`src/rtl/dm_port_arbiter.sv`:
```
// Data-memory port arbiter: shares one DM port between single-word core
// accesses and a DMA burst engine, with core priority bounded by a
// starvation limit that forces a DMA grant.
module dm_port_arbiter #(
    parameter int DMA_SIZE     = 17,
    parameter int DMD_SIZE     = 16,
    parameter int LEN_SIZE     = 8,
    parameter int STARVE_LIMIT = 4
) (
    input  logic                clk,
    input  logic                reset,
    // core side
    input  logic                core_dm_req,
    input  logic                core_dm_wrb,
    input  logic [DMA_SIZE-1:0] core_dm_add,
    input  logic [DMD_SIZE-1:0] core_dm_wdt,
    output logic                core_dm_stall,
    output logic                core_dm_rvalid,
    output logic [DMD_SIZE-1:0] core_dm_rdt,
    // DMA side
    input  logic                dma_start,
    input  logic                dma_wrb,
    input  logic [DMA_SIZE-1:0] dma_add,
    input  logic [LEN_SIZE-1:0] dma_len,
    input  logic                dma_wdt_valid,
    input  logic [DMD_SIZE-1:0] dma_wdt,
    output logic                dma_wdt_ready,
    output logic                dma_rvalid,
    output logic [DMD_SIZE-1:0] dma_rdt,
    output logic                dma_busy,
    output logic                dma_done,
    // DM port
    output logic                ps_dm_cslt,
    output logic                ps_dm_wrb,
    output logic [DMA_SIZE-1:0] dg_dm_add,
    output logic [DMD_SIZE-1:0] bc_dt,
    input  logic [DMD_SIZE-1:0] dm_bc_dt
);

    localparam int SW = $clog2(STARVE_LIMIT + 1);
    localparam logic [SW-1:0] STARVE_MAX = SW'(STARVE_LIMIT);

    typedef enum logic [1:0] {S_IDLE, S_RUN, S_DRAIN} state_t;

    state_t              state_q, state_d;
    logic                burst_wrb_q, burst_wrb_d;
    logic [DMA_SIZE-1:0] burst_add_q, burst_add_d;
    logic [LEN_SIZE-1:0] rem_q, rem_d;
    logic [SW-1:0]       starve_q, starve_d;
    logic [DMA_SIZE-1:0] add_q, add_d;
    logic [DMD_SIZE-1:0] bc_dt_q, bc_dt_d;
    logic                rd_core_q, rd_core_d;
    logic                rd_dma_q, rd_dma_d;
    logic [DMD_SIZE-1:0] core_rdt_q, core_rdt_d;
    logic [DMD_SIZE-1:0] dma_rdt_q, dma_rdt_d;
    logic                done_q, done_d;

    logic dma_want, core_gnt, dma_gnt, start_ok, last_gnt;

    // Per-cycle arbitration; grants are suppressed while reset is high
    always_comb begin
        dma_want = (state_q == S_RUN) && (!burst_wrb_q || dma_wdt_valid);
        core_gnt = !reset && core_dm_req && !(dma_want && starve_q == STARVE_MAX);
        dma_gnt  = !reset && dma_want && !core_gnt;
        // DRAIN is the dma_done cycle, so a new command is accepted there too
        start_ok = dma_start && (dma_len != '0) &&
                   (state_q == S_IDLE || state_q == S_DRAIN);
        last_gnt = dma_gnt && (rem_q == LEN_SIZE'(1));
    end

    // Burst FSM state register
    always_ff @(posedge clk) begin
        if (reset) state_q <= S_IDLE;
        else       state_q <= state_d;
    end

    // Burst FSM next-state logic
    always_comb begin
        state_d = state_q;
        case (state_q)
            S_IDLE:  if (start_ok) state_d = S_RUN;
            S_RUN:   if (last_gnt) state_d = burst_wrb_q ? S_IDLE : S_DRAIN;
            S_DRAIN: state_d = start_ok ? S_RUN : S_IDLE;
            default: state_d = S_IDLE;
        endcase
    end

    // Burst FSM outputs
    always_comb begin
        dma_busy = (state_q != S_IDLE);
    end

    // DM port command, write data and read-return routing
    always_comb begin
        ps_dm_cslt    = core_gnt || dma_gnt;
        ps_dm_wrb     = core_gnt ? core_dm_wrb : (dma_gnt ? burst_wrb_q : 1'b0);
        dg_dm_add     = core_gnt ? core_dm_add : (dma_gnt ? burst_add_q : add_q);
        core_dm_stall = core_dm_req && !core_gnt && !reset;
        dma_wdt_ready = dma_gnt && burst_wrb_q;
        bc_dt         = bc_dt_q;
        dma_done      = done_q;
        core_dm_rvalid = rd_core_q;
        core_dm_rdt    = rd_core_q ? dm_bc_dt : core_rdt_q;
        dma_rvalid     = rd_dma_q;
        dma_rdt        = rd_dma_q ? dm_bc_dt : dma_rdt_q;
    end

    // Next values for burst counters, starvation counter and port pipeline
    always_comb begin
        burst_wrb_d = burst_wrb_q;
        burst_add_d = burst_add_q;
        rem_d       = rem_q;
        if (start_ok) begin
            burst_wrb_d = dma_wrb;
            burst_add_d = dma_add;
            rem_d       = dma_len;
        end else if (dma_gnt) begin
            burst_add_d = burst_add_q + DMA_SIZE'(1);
            rem_d       = rem_q - LEN_SIZE'(1);
        end

        starve_d = starve_q;
        if (state_q != S_RUN || dma_gnt)
            starve_d = '0;
        else if (dma_want && starve_q != STARVE_MAX)
            starve_d = starve_q + SW'(1);

        add_d   = dg_dm_add;
        bc_dt_d = bc_dt_q;
        if (core_gnt && core_dm_wrb)
            bc_dt_d = core_dm_wdt;
        else if (dma_gnt && burst_wrb_q)
            bc_dt_d = dma_wdt;

        rd_core_d  = core_gnt && !core_dm_wrb;
        rd_dma_d   = dma_gnt && !burst_wrb_q;
        core_rdt_d = core_dm_rdt;
        dma_rdt_d  = dma_rdt;
        done_d     = last_gnt;
    end

    // Datapath registers
    always_ff @(posedge clk) begin
        if (reset) begin
            burst_wrb_q <= 1'b0;
            burst_add_q <= '0;
            rem_q       <= '0;
            starve_q    <= '0;
            add_q       <= '0;
            bc_dt_q     <= '0;
            rd_core_q   <= 1'b0;
            rd_dma_q    <= 1'b0;
            core_rdt_q  <= '0;
            dma_rdt_q   <= '0;
            done_q      <= 1'b0;
        end else begin
            burst_wrb_q <= burst_wrb_d;
            burst_add_q <= burst_add_d;
            rem_q       <= rem_d;
            starve_q    <= starve_d;
            add_q       <= add_d;
            bc_dt_q     <= bc_dt_d;
            rd_core_q   <= rd_core_d;
            rd_dma_q    <= rd_dma_d;
            core_rdt_q  <= core_rdt_d;
            dma_rdt_q   <= dma_rdt_d;
            done_q      <= done_d;
        end
    end

endmodule
```
`config.mk`:
```
export PLATFORM = sky130hd
export DESIGN_NAME = dm_port_arbiter
export DESIGN_NICKNAME = d
export VERILOG_FILES = /design/src/rtl/dm_port_arbiter.sv
export SDC_FILE = /design/constraint.sdc
export NUM_CORES = 1
export LEC_CHECK = 0
export CORE_MARGIN = 5
export CORE_UTILIZATION = 45
export CTS_CLUSTER_SIZE = 24
export DETAILED_ROUTE_END_ITERATION = 6
export PLACE_DENSITY = 0.87
export SYNTH_ARGS = -nofsm -noshare
export SYNTH_HDL_FRONTEND = slang
export SYNTH_SLANG_ARGS = --single-unit
export TNS_END_PERCENT = 30
```
`constraint.sdc`:
```
create_clock -name clk -period 2.59 [get_ports clk]
set_input_delay 0.518 -clock clk [delete_from_list [all_inputs] [get_ports clk]]
set_output_delay 0.518 -clock clk [all_outputs]
set_load 0.02 [all_outputs]
```
==> metrics.txt <==
CP endpoint kind primary output; Crit Path Max Fanout 9; gate count after technology mapping 497; routed vias/inst 5.644; Reg clk slew, reported paths 100 ps; actual slew at the worst max-slew pin 693.4 ps; Mapped Area 0.004589 mm^2; adder and majority gate portion of the synthesized area 1.363%; Max Fclk 390.6 MHz; r2r endpoint burst_add_q[16]; Worst-Skew Late Latency 360 ps; # setup viols final 0; outcome completed; final WL 15090 um; DR iter-0 viols 305; Setup crit start kind register; Rel. slew slack 53.77%; Fin Clk Skew 9.668 ps; I/O Buffers 169; worst reg2reg path depth 5; Die H 111.0 um; YS warnings 0; Min-Delay Path Class register to register; core region area 0.009864 mm^2; wire length of the first global-routing pass 23350 um; dpl hpwl 11120 um; CTS max path bufs 2; Max Cap Violations 0; main flop type after synthesis dfxtp_1; filler cell count 675; Yosys reg bits 99; clock root buffer clkbuf_8; P&R area growth vs syn 55.26%; post-synthesis mux area share 12.43%; WS Path Type register to primary output; fin. max-slew vios 0; RSZ-0062 raised after global routing true; overall routing resource usage 22.73%; crit path from starve_q[1]; Sink Count 99; syn_nets 599; CP endpoint dg_dm_add[11]; fin crit share 98.85%; EDFF count, synth 0; maximum VDD drop 0.0002774 V; Final Hold Viols 0; RR Startpoint burst_add_q[0]; H-tree levels 3; main combinational cell family by area after synthesis compound AO/OA/AOI/OAI gates; Pwr Density 496.8 mW/mm^2; hold buffers post-CTS 0; final instance area 0.007126 mm^2; Routed WL per cell 18.01 um; sequential area share after synthesis 43.18%; vias in the first global route 4745; post-synthesis simple-gate area fraction 18.81%; r2r setup slk 380 ps; Final nets 802; # diodes 0; Netlist cell types 59; First-pass DRT Iterations 4; Synth Area per Inst 9.234 um^2; xor/xnor share of the synthesized area 0.9542%; Num CTS Buffers 9; DRC Markers 0; dpl ws -503.4 ps; ys async rst share 0%; WP data arrival 2040 ps; die area 0.01232 mm^2; crit path time final 2560 ps; compound-cell area share of the yosys netlist 19.06%; Overflow after GRT 0; pin count of the biggest net entering global routing 67; Leakage 2.720 nW; Crit path required time 2070 ps; layout cells sized above 1 23.83%; num ports 170; initial antenna violation count 0; post-route ant nets 0; Die Width 111.0 um; num rows 36; initial core utilization 46.52%; CTS tree done; Vias 4730; GP Congestion 0.9035; Fin Setup TNS 0 ps; Final WS setup 29.74 ps; post-placement cell area 0.006654 mm^2
==> logic make-up after synthesis <==
| family | Yosys count |
|---|---|
| flip-flops | 99 |
| XOR/XNOR | 5 |
| AO/OA/AOI/OAI | 137 |
| AND/OR/NAND/NOR | 153 |
| multiplexers | 53 |
| buffers and inverters | 45 |
| adder cells (fa/ha/maj) | 5 |
==> report_power, final <==
part	internal (mW)	switching (mW)	leakage, nW	total (mW)
logic	0.441	0.399	1.81	0.840
clock network	0.477	0.548	0.0957	1.03
registers	1.60	0.0701	0.810	1.67
==> metal layers <==
layer	vias up	global-route usage (%)	part of all wire, %
li1	2234	-	-
met2	226	39.72	49
met3	25	5.513	8.4
met5	-	0	0
met4	0	6.158	1.6
met1	2245	27.88	41
==> layout by cell type, fill, tap and decap left out, drive strengths merged, types with 3 or more instances in the layout <==
cell type and instances:
clkdlybuf4s50 146, dfxtp 99, buf 76, a21oi 38
o21ai 37, nand2 33, mux2 32, and2 32
mux2i 21, nor2 20, a22oi 19, clkbuf 13
nand3 12, inv 9, nand4 8, or4 7
a311oi 7, nor3 7, nor4 6, a31oi 6
a32oi 5, or3 5, ha 5, nor2b 5
or2 4, o2bb2ai 3, and3 3, xnor2 3
a211oi 3, dlygate4sd2 3, nand2b 3, o311ai 3
==> Yosys cell counts (2+ instances only) <==
cell type  instances  area (um^2)
or2_2              4        25.02
and2_1            32        200.2
buf_2              6        30.03
nor4_1             6        37.54
nand2_1           33        123.9
dfxtp_1           99         1982
a32oi_1            5        43.79
and4b_1            2        20.02
o31ai_1            2        15.01
a211oi_1           3        22.52
nand3_1           10        50.05
ha_1               5        62.56
and4_1             2        17.52
mux2_2            32        360.4
o21a_1             2        15.01
a21oi_1           38        190.2
o2bb2ai_1          3        26.28
xor2_1             2        17.52
a22oi_1           19        142.6
o211ai_1           2        15.01
nor2_1            20        75.07
o311ai_0           2        17.52
mux2i_1           21        210.2
or4_1              7        52.55
and3_1             3        18.77
nor2b_1            5        31.28
nand3_2            2        20.02
inv_1              9        33.78
o21ai_0           36        180.2
clkbuf_1          25        93.84
or3_1              4        25.02
nand2b_1           3        18.77
nand4_1            8        50.05
a311oi_1           7        61.31
nor3_1             6        30.03
buf_4              2        15.01
xnor2_1            3        26.28
a31oi_1            6        37.54
==> worst max-delay path: stages, from the launching register on <==
cell and delay (ps):
dfxtp_2 340, inv_2 60, ha_4 140, buf_6 90, nand2_2 50, o31a_1 290, buf_6 140, clkbuf_16 170
a22oi_2 150, nand2_1 80, buf_4 170
==> final cells by class <==
cell class                 count  area (um^2)  share of cell area [%]
multi-input combinational    353         2576                   36.15
timing repair buffer         228         2161                   30.32
sequential                    99         1984                   27.85
tap                          133        166.4                   2.335
clock buffer                  11        141.4                   1.984
clock inverter                 5        62.56                  0.8780
inverter                       9        33.78                  0.4741
==> worst min-delay path by stage <==
| stage | cells after the start | startpoint | to | slack [ps] |
|---|---|---|---|---|
| 6_report | 2 | rem_q[1] | rem_q[1] | 510 |
| 5_1_grt | 2 | add_q[13] | add_q[13] | 530 |
| 4_1_cts | 2 | rem_q[1] | rem_q[1] | 510 |
| 3_5_place_dp | 2 | rem_q[1] | rem_q[1] | 490 |
| 3_3_place_gp | 2 | rem_q[1] | rem_q[1] | 470 |
| 2_1_floorplan | 2 | rem_q[1] | rem_q[1] | 460 |
==> per-stage QoR <==
step                util [%]  hold WS, ps  std cells  total power, mW
floorplan                  -        456.6        497            2.058
global placement       67.45        466.4        806            2.453
detailed placement     67.45        494.6        806            2.483
CTS                    70.14        505.5        827            3.504
global route           72.23        534.2        838            3.685
finish                 72.23        511.2        838            3.540
==> state kept, by name, summed over array words and instances (netlist names) <==
name,cells
dma_rdt_q,16
state_q,2
burst_add_q,17
core_dm_rvalid,1
dma_rvalid,1
bc_dt,16
core_rdt_q,16
burst_wrb_q,1
dma_done,1
rem_q,8
add_q,17
starve_q,3
==> what timing repair did <==
action	CTS	global route
endpoints found under the setup margin	21	21
buffers inserted	2	9
pin swaps	0	10
resized for setup	83	57
gates cloned	3	2
Note: power is estimated with default switching activity, not from simulation.
==> edit 1: new RTL, same settings <==
Encoding of `state_t`: now one-hot (3 bits for 3 states).
--- a/src/rtl/dm_port_arbiter.sv
+++ b/src/rtl/dm_port_arbiter.sv
@@ -40,7 +40,7 @@
     localparam int SW = $clog2(STARVE_LIMIT + 1);
     localparam logic [SW-1:0] STARVE_MAX = SW'(STARVE_LIMIT);
 
-    typedef enum logic [1:0] {S_IDLE, S_RUN, S_DRAIN} state_t;
+    typedef enum logic [2:0] {S_IDLE = 3'b001, S_RUN = 3'b010, S_DRAIN = 3'b100} state_t;
 
     state_t              state_q, state_d;
     logic                burst_wrb_q, burst_wrb_d;
Function: no difference found for any inputs over 10 cycles, from zero or initial values and one cycle with reset high; not proved beyond that.
==> edit 1 against the original RTL <==
  * The flow now finishes with violations (negative setup slack)
  * Routed wire length is 3.9% higher
  * Area after synthesis increased by 1.0%
  * Synthesized cell count rose by 4.0%
  * Setup slack worse by 0.12 ns
  * Final cell count is 4.4% higher
  * Sequential power grew 2%
  * Via count up 2.3%
  * Final area rose by 3.5%
  * Clock power increased by 8%
  * Sequential cell count grew 1
  * Core utilization up 0.17 points
  * Critical path depth fell by 4
  * Total power grew 4.2%
  * Sequential share of layout area fell by 0.65 points
  * Highest routed layer unchanged
==> edit 1: results (changes against the original RTL) <==
- Worst Path Max Fanout: 5 (was 9)
- Final setup fails: 16 (was 0)
- Multi-input logic portion of the cell area: 36.02% (was 36.15%)
- Largest net degree at the start of global routing: 38 (was 67)
- Final Worst Setup Slack: -0.09313 ns (was 0.02974 ns)
- CP max stage cell: or3b_4 (was dfxtp_2)
- Fraction of area in registers: 27.20% (was 27.85%)
- Multi-input logic cell count: 372 (was 353)
- Total Routing Usage GR: 24.10% (was 22.73%)
- Largest stage delay, worst path: 0.43 ns (was 0.34 ns)
- Non-clock buffers: 244 (was 228)
- Distinct cells, synth: 53 (was 59)
- Vias in the first global route: 4922 (was 4745)
- NonClk Buf Share: 31.12% (was 30.32%)
- Failing checks: negative setup slack
- Post-synth top cells: 100 x dfxtp_1, 46 x nand2_1, 43 x nor2_1, 36 x and2_1, 32 x mux2_2 (was 99 x dfxtp_1, 38 x a21oi_1, 36 x o21ai_0, 33 x nand2_1)
- Sequential fraction of the synthesis area: 43.17% (was 43.18%)
- RD Place Congestion: 0.8732 (was 0.9035)
- DR iter-0 viols: 462 (was 305)
- Leak pwr: 2.879 nW (was 2.720 nW)
- Layout cells sized above 1: 26.66% (was 23.83%)
- Critical Path AT: 2.17 ns (was 2.04 ns)
- Synthesis-to-layout area growth: 59.04% (was 55.26%)
- Nets: 837 (was 802)
- Core Area: 10180 um^2 (was 9864 um^2)
- Seq cells post-synth: 100 (was 99)
- Maximum vdd ir drop: 0.0003449 V (was 0.0002774 V)
- Clk_skew: 0.008679 ns (was 0.009668 ns)
- Status: complete, but fails checks (was finished, final reports clean)
- Area contributors post-synth: dfxtp_1 43%, mux2_2 7.8%, and2_1 4.9% (was dfxtp_1 43%, mux2_2 7.9%, mux2i_1 4.6%)
- Mean routed wirelength per cell: 17.92 um (was 18.01 um)
- Inverters: 8 (was 9)
- Dpl cell area: 6867 um^2 (was 6654 um^2)
- Vias: 4840 (was 4730)
- Reg2reg setup slack: 0.13 ns (was 0.38 ns)
==> edit 1: cell types whose count changed after synthesis, sizes merged, moves of 5 or more <==
cell	change
o21ai	-15
nand2	+13
a211oi	+19
a21oi	-10
nor3	+5
or4	-5
nor2	+23
and2	+5
or3	-5
nor4	+8
a22oi	-9
==> edit 1: kinds of logic after synthesis <==
kind of cell    after synthesis  share of synthesized area (%)
buf+inv                      45                          3.912
compound gates              117                          16.65
simple gates                188                          20.89
flops                       100                          43.17
mux                          53                          12.33
fa+ha+maj                     5                          1.349
xor+xnor                      9                          1.700
==> edit 1: stage by stage <==
step                worst slack, ns  instances  hold slack, ns  TNS [ns]
detailed placement          -0.5516        849          0.4546    -10.24
finish                     -0.09313        875          0.4700   -0.9055
global route                -0.1575        875          0.4906    -1.892
CTS                         -0.1084        871          0.4699    -1.217
global placement            -0.5240        849          0.4495    -9.093
floorplan                   0.02586        517          0.4335         0
==> edit 1: report_power, final <==
group	internal [mW]	switching [mW]	total, mW
Combinational	0.455	0.413	0.867
Sequential	1.63	0.0798	1.71
Clock	0.550	0.562	1.11
==> edit 1: path summary, 6_finish.rpt <==
kind	endpoint	startpoint	depth (start not counted)
setup reg to reg	burst_add_q[10]	state_q[2]	8
hold / removal	add_q[10]	add_q[10]	2
hold reg to reg	add_q[10]	add_q[10]	2
setup / recovery	dg_dm_add[11]	state_q[2]	6
==> edit 1: repair_timing <==
item,4_1_cts,5_1_grt
pin swaps,6,11
resized for setup,135,36
cloned,1,1
endpoints found under the setup margin,21,21
buffers inserted,6,3
hold buffers,0,0
==> edit 1: metal layers <==
metal / up-vias / wire, um / global-route usage (%)
li1: 2296 / - / -
met1: 2301 / 6328 / 29.18
met2: 202 / 7992 / 43.06
met3: 41 / 886 / 4.185
met4: 0 / 469 / 8.354
met5: - / 0 / 0
==> edit 2: new RTL, same settings <==
Without the edit above. Change the parameter `DMA_SIZE` from 17 to 34.
--- a/src/rtl/dm_port_arbiter.sv
+++ b/src/rtl/dm_port_arbiter.sv
@@ -2,7 +2,7 @@
 // accesses and a DMA burst engine, with core priority bounded by a
 // starvation limit that forces a DMA grant.
 module dm_port_arbiter #(
-    parameter int DMA_SIZE     = 17,
+    parameter int DMA_SIZE     = 34,
     parameter int DMD_SIZE     = 16,
     parameter int LEN_SIZE     = 8,
     parameter int STARVE_LIMIT = 4
Interface: changed (resized core_dm_add, dg_dm_add and dma_add); port bits go from 170 to 221. No check against the original RTL was run, so the function may have changed too.
==> edit 2 against the original RTL <==
  * The flow now finishes with violations (design-rule violations, negative setup slack)
  * Final area grew 42%
  * Final cell count rose by 44%
  * Die area grew 31%
  * First-iteration DRC count rose by 120%
  * Setup slack lost 0.24 ns
  * Routed wire length increased by 48%
  * Fmax decreased by 8.4%
  * Critical path depth fell by 4
  * Total power rose by 65%
  * Register-to-register slack got worse by 0.36 ns
  * Synthesized cell count up 42%
  * Area after synthesis up 34%
  * Sequential cell count is 34 higher
  * Critical endpoint is now dg_dm_add[5]
  * Largest power group is now clock
  * Highest routed layer unchanged
==> edit 2: results (changes against the original RTL) <==
- Layout cells sized above 1: 25.19% (was 23.83%)
- Final wirelength: 22330 um (was 15090 um)
- Root Driver: clkbuf_16 (was clkbuf_8)
- Warnings, synthesis: 0 (unchanged)
- Class of the worst hold path: flop to flop (unchanged)
- Fill cell count: 909 (was 675)
- Worst Tran Pin Value: 1.162 ns (was 0.6934 ns)
- Clk_skew: 0.009985 ns (was 0.009668 ns)
- Post-place setup slack: -0.6606 ns (was -0.5034 ns)
- Antenna diodes: 0 (unchanged)
- DRC viols: 7 (was 0)
- Failing checks: design-rule violations, negative setup slack
- RD Place Congestion: 0.9178 (was 0.9035)
- Synth Area in XOR/XNOR: 3.132% (was 0.9542%)
- CP max stage cell: nor3_4 (was dfxtp_2)
- Largest net degree at the start of global routing: 105 (was 67)
- Critical Path AT: 2.28 ns (was 2.04 ns)
- Leak pwr: 4.209 nW (was 2.720 nW)
- Status: complete, but fails checks (was finished, final reports clean)
- Maximum vdd ir drop: 0.0005489 V (was 0.0002774 V)
- Clock Pin Slew Worst Setup and Hold Paths: 0.06 ns (was 0.10 ns)
- Fraction of registers with async set/reset: 0% (unchanged)
- Distinct cells, synth: 55 (was 59)
- Adder-cell share of the synthesized area: 1.017% (was 1.363%)
- Number of port buffers: 220 (was 169)
- Post-synth top cells: 133 x dfxtp_1, 96 x nor2_1, 45 x nand2_1, 42 x inv_1, 38 x clkbuf_1 (was 99 x dfxtp_1, 38 x a21oi_1, 36 x o21ai_0, 33 x nand2_1)
- First-pass GRT wire length: 33220 um (was 23350 um)
- Area contributors post-synth: dfxtp_1 43%, mux2_2 6.0%, nor2_1 5.9% (was dfxtp_1 43%, mux2_2 7.9%, mux2i_1 4.6%)
- Setup TNS: -4.639 ns (was 0 ns)
- Sequential fraction of the synthesis area: 43.28% (was 43.18%)
- Worst Path Max Fanout: 5 (was 9)
- Syn Area/Cell: 8.702 um^2 (was 9.234 um^2)
- Total Routing Usage GR: 25.65% (was 22.73%)
- CTS H-Tree Depth: 4 (was 3)
- Syn nets: 843 (was 599)
- DR iter-0 viols: 676 (was 305)
- DP Cell Count: 1116 (was 806)
- Regs by FF count: add_q x34, burst_add_q x34 (was add_q x17, burst_add_q x17)
- Final Worst Setup Slack: -0.2054 ns (was 0.02974 ns)
- Worst-Skew Late Latency: 0.42 ns (was 0.36 ns)
- CTS buffer count: 17 (was 9)
- Initial antenna violation count: 0 (unchanged)
- Nets: 1155 (was 802)
- CP delay by family, top: simple AND/OR/NAND/NOR gates (was buffers and inverters)
- Vias/cell: 5.659 (was 5.644)
- Synth Area in Compound Gates: 16.25% (was 19.06%)
- Synthesis-to-layout area growth: 64.02% (was 55.26%)
- Final setup fails: 35 (was 0)
- Vias in the first global route: 6637 (was 4745)
- Post-synthesis mux area share: 6.366% (was 12.43%)
- First drt pass iteration count: 7 (was 4)
- Clock buffer depth: 2 (unchanged)
- Dpl cell area: 8914 um^2 (was 6654 um^2)
- Largest stage delay, worst path: 0.46 ns (was 0.34 ns)
- Hpwl dp: 14690 um (was 11120 um)
- Mean routed wirelength per cell: 18.48 um (was 18.01 um)
## edit 2: changes by cell type after synthesis, moves of 15 or more
cell,unedited run,this run
mux2i_1,21,2
nor2b_1,5,36
nor2_1,20,96
nand3_1,10,33
a22oi_1,19,4
a21oi_1,38,16
a222oi_1,0,31
a211oi_1,3,21
nand4_1,8,24
inv_1,9,42
dfxtp_1,99,133
o21ai_0,36,7
and2_1,32,2
## edit 2: path summary, 6_finish.rpt
kind                                 start               to  slack [ns]  cells past startpoint
worst min-delay path             bc_dt[10]        bc_dt[10]        0.50                      2
worst max-delay path            state_q[1]     dg_dm_add[5]       -0.21                      6
worst min register to register   bc_dt[10]        bc_dt[10]        0.50                      2
worst max register to register  state_q[1]  burst_add_q[12]        0.02                      8
## edit 2: layer usage
metal	up-vias	global-route usage [%]	routed length [um]
li1	3190	-	-
met1	3196	29.80	8576
met2	392	45.17	10930
met3	58	6.936	2142
met4	0	9.401	677
met5	-	0	0
## edit 2: final cells by class
class,instances,share of cell area [%]
Timing Repair Buffer,347,32.14
Tap cell,176,2.182
Clock buffer,19,4.489
Clock inverter,13,1.314
Multi-Input combinational cell,478,31.88
Inverter,42,1.562
Sequential cell,133,26.44
## edit 2: tightest hold or removal path, delay by kind of cell, from the launching register on
family             cells  cell delay (ns)
DFF                    1             0.31
and+or+nand+nor        1             0.09
AOI/OAI and AO/OA      1             0.05
## edit 2: repair_timing
action,CTS,global route
endpoints found under the setup margin,38,37
gates cloned,2,2
pin swaps,32,12
setup buffers,50,6
gates resized for setup,165,68
## edit 2: power by group
part           total [mW]  internal, mW  switching (mW)
logic                1.20         0.655           0.549
clock network        2.37          1.46           0.912
registers            2.27          2.17           0.106
total                5.85          4.28            1.57
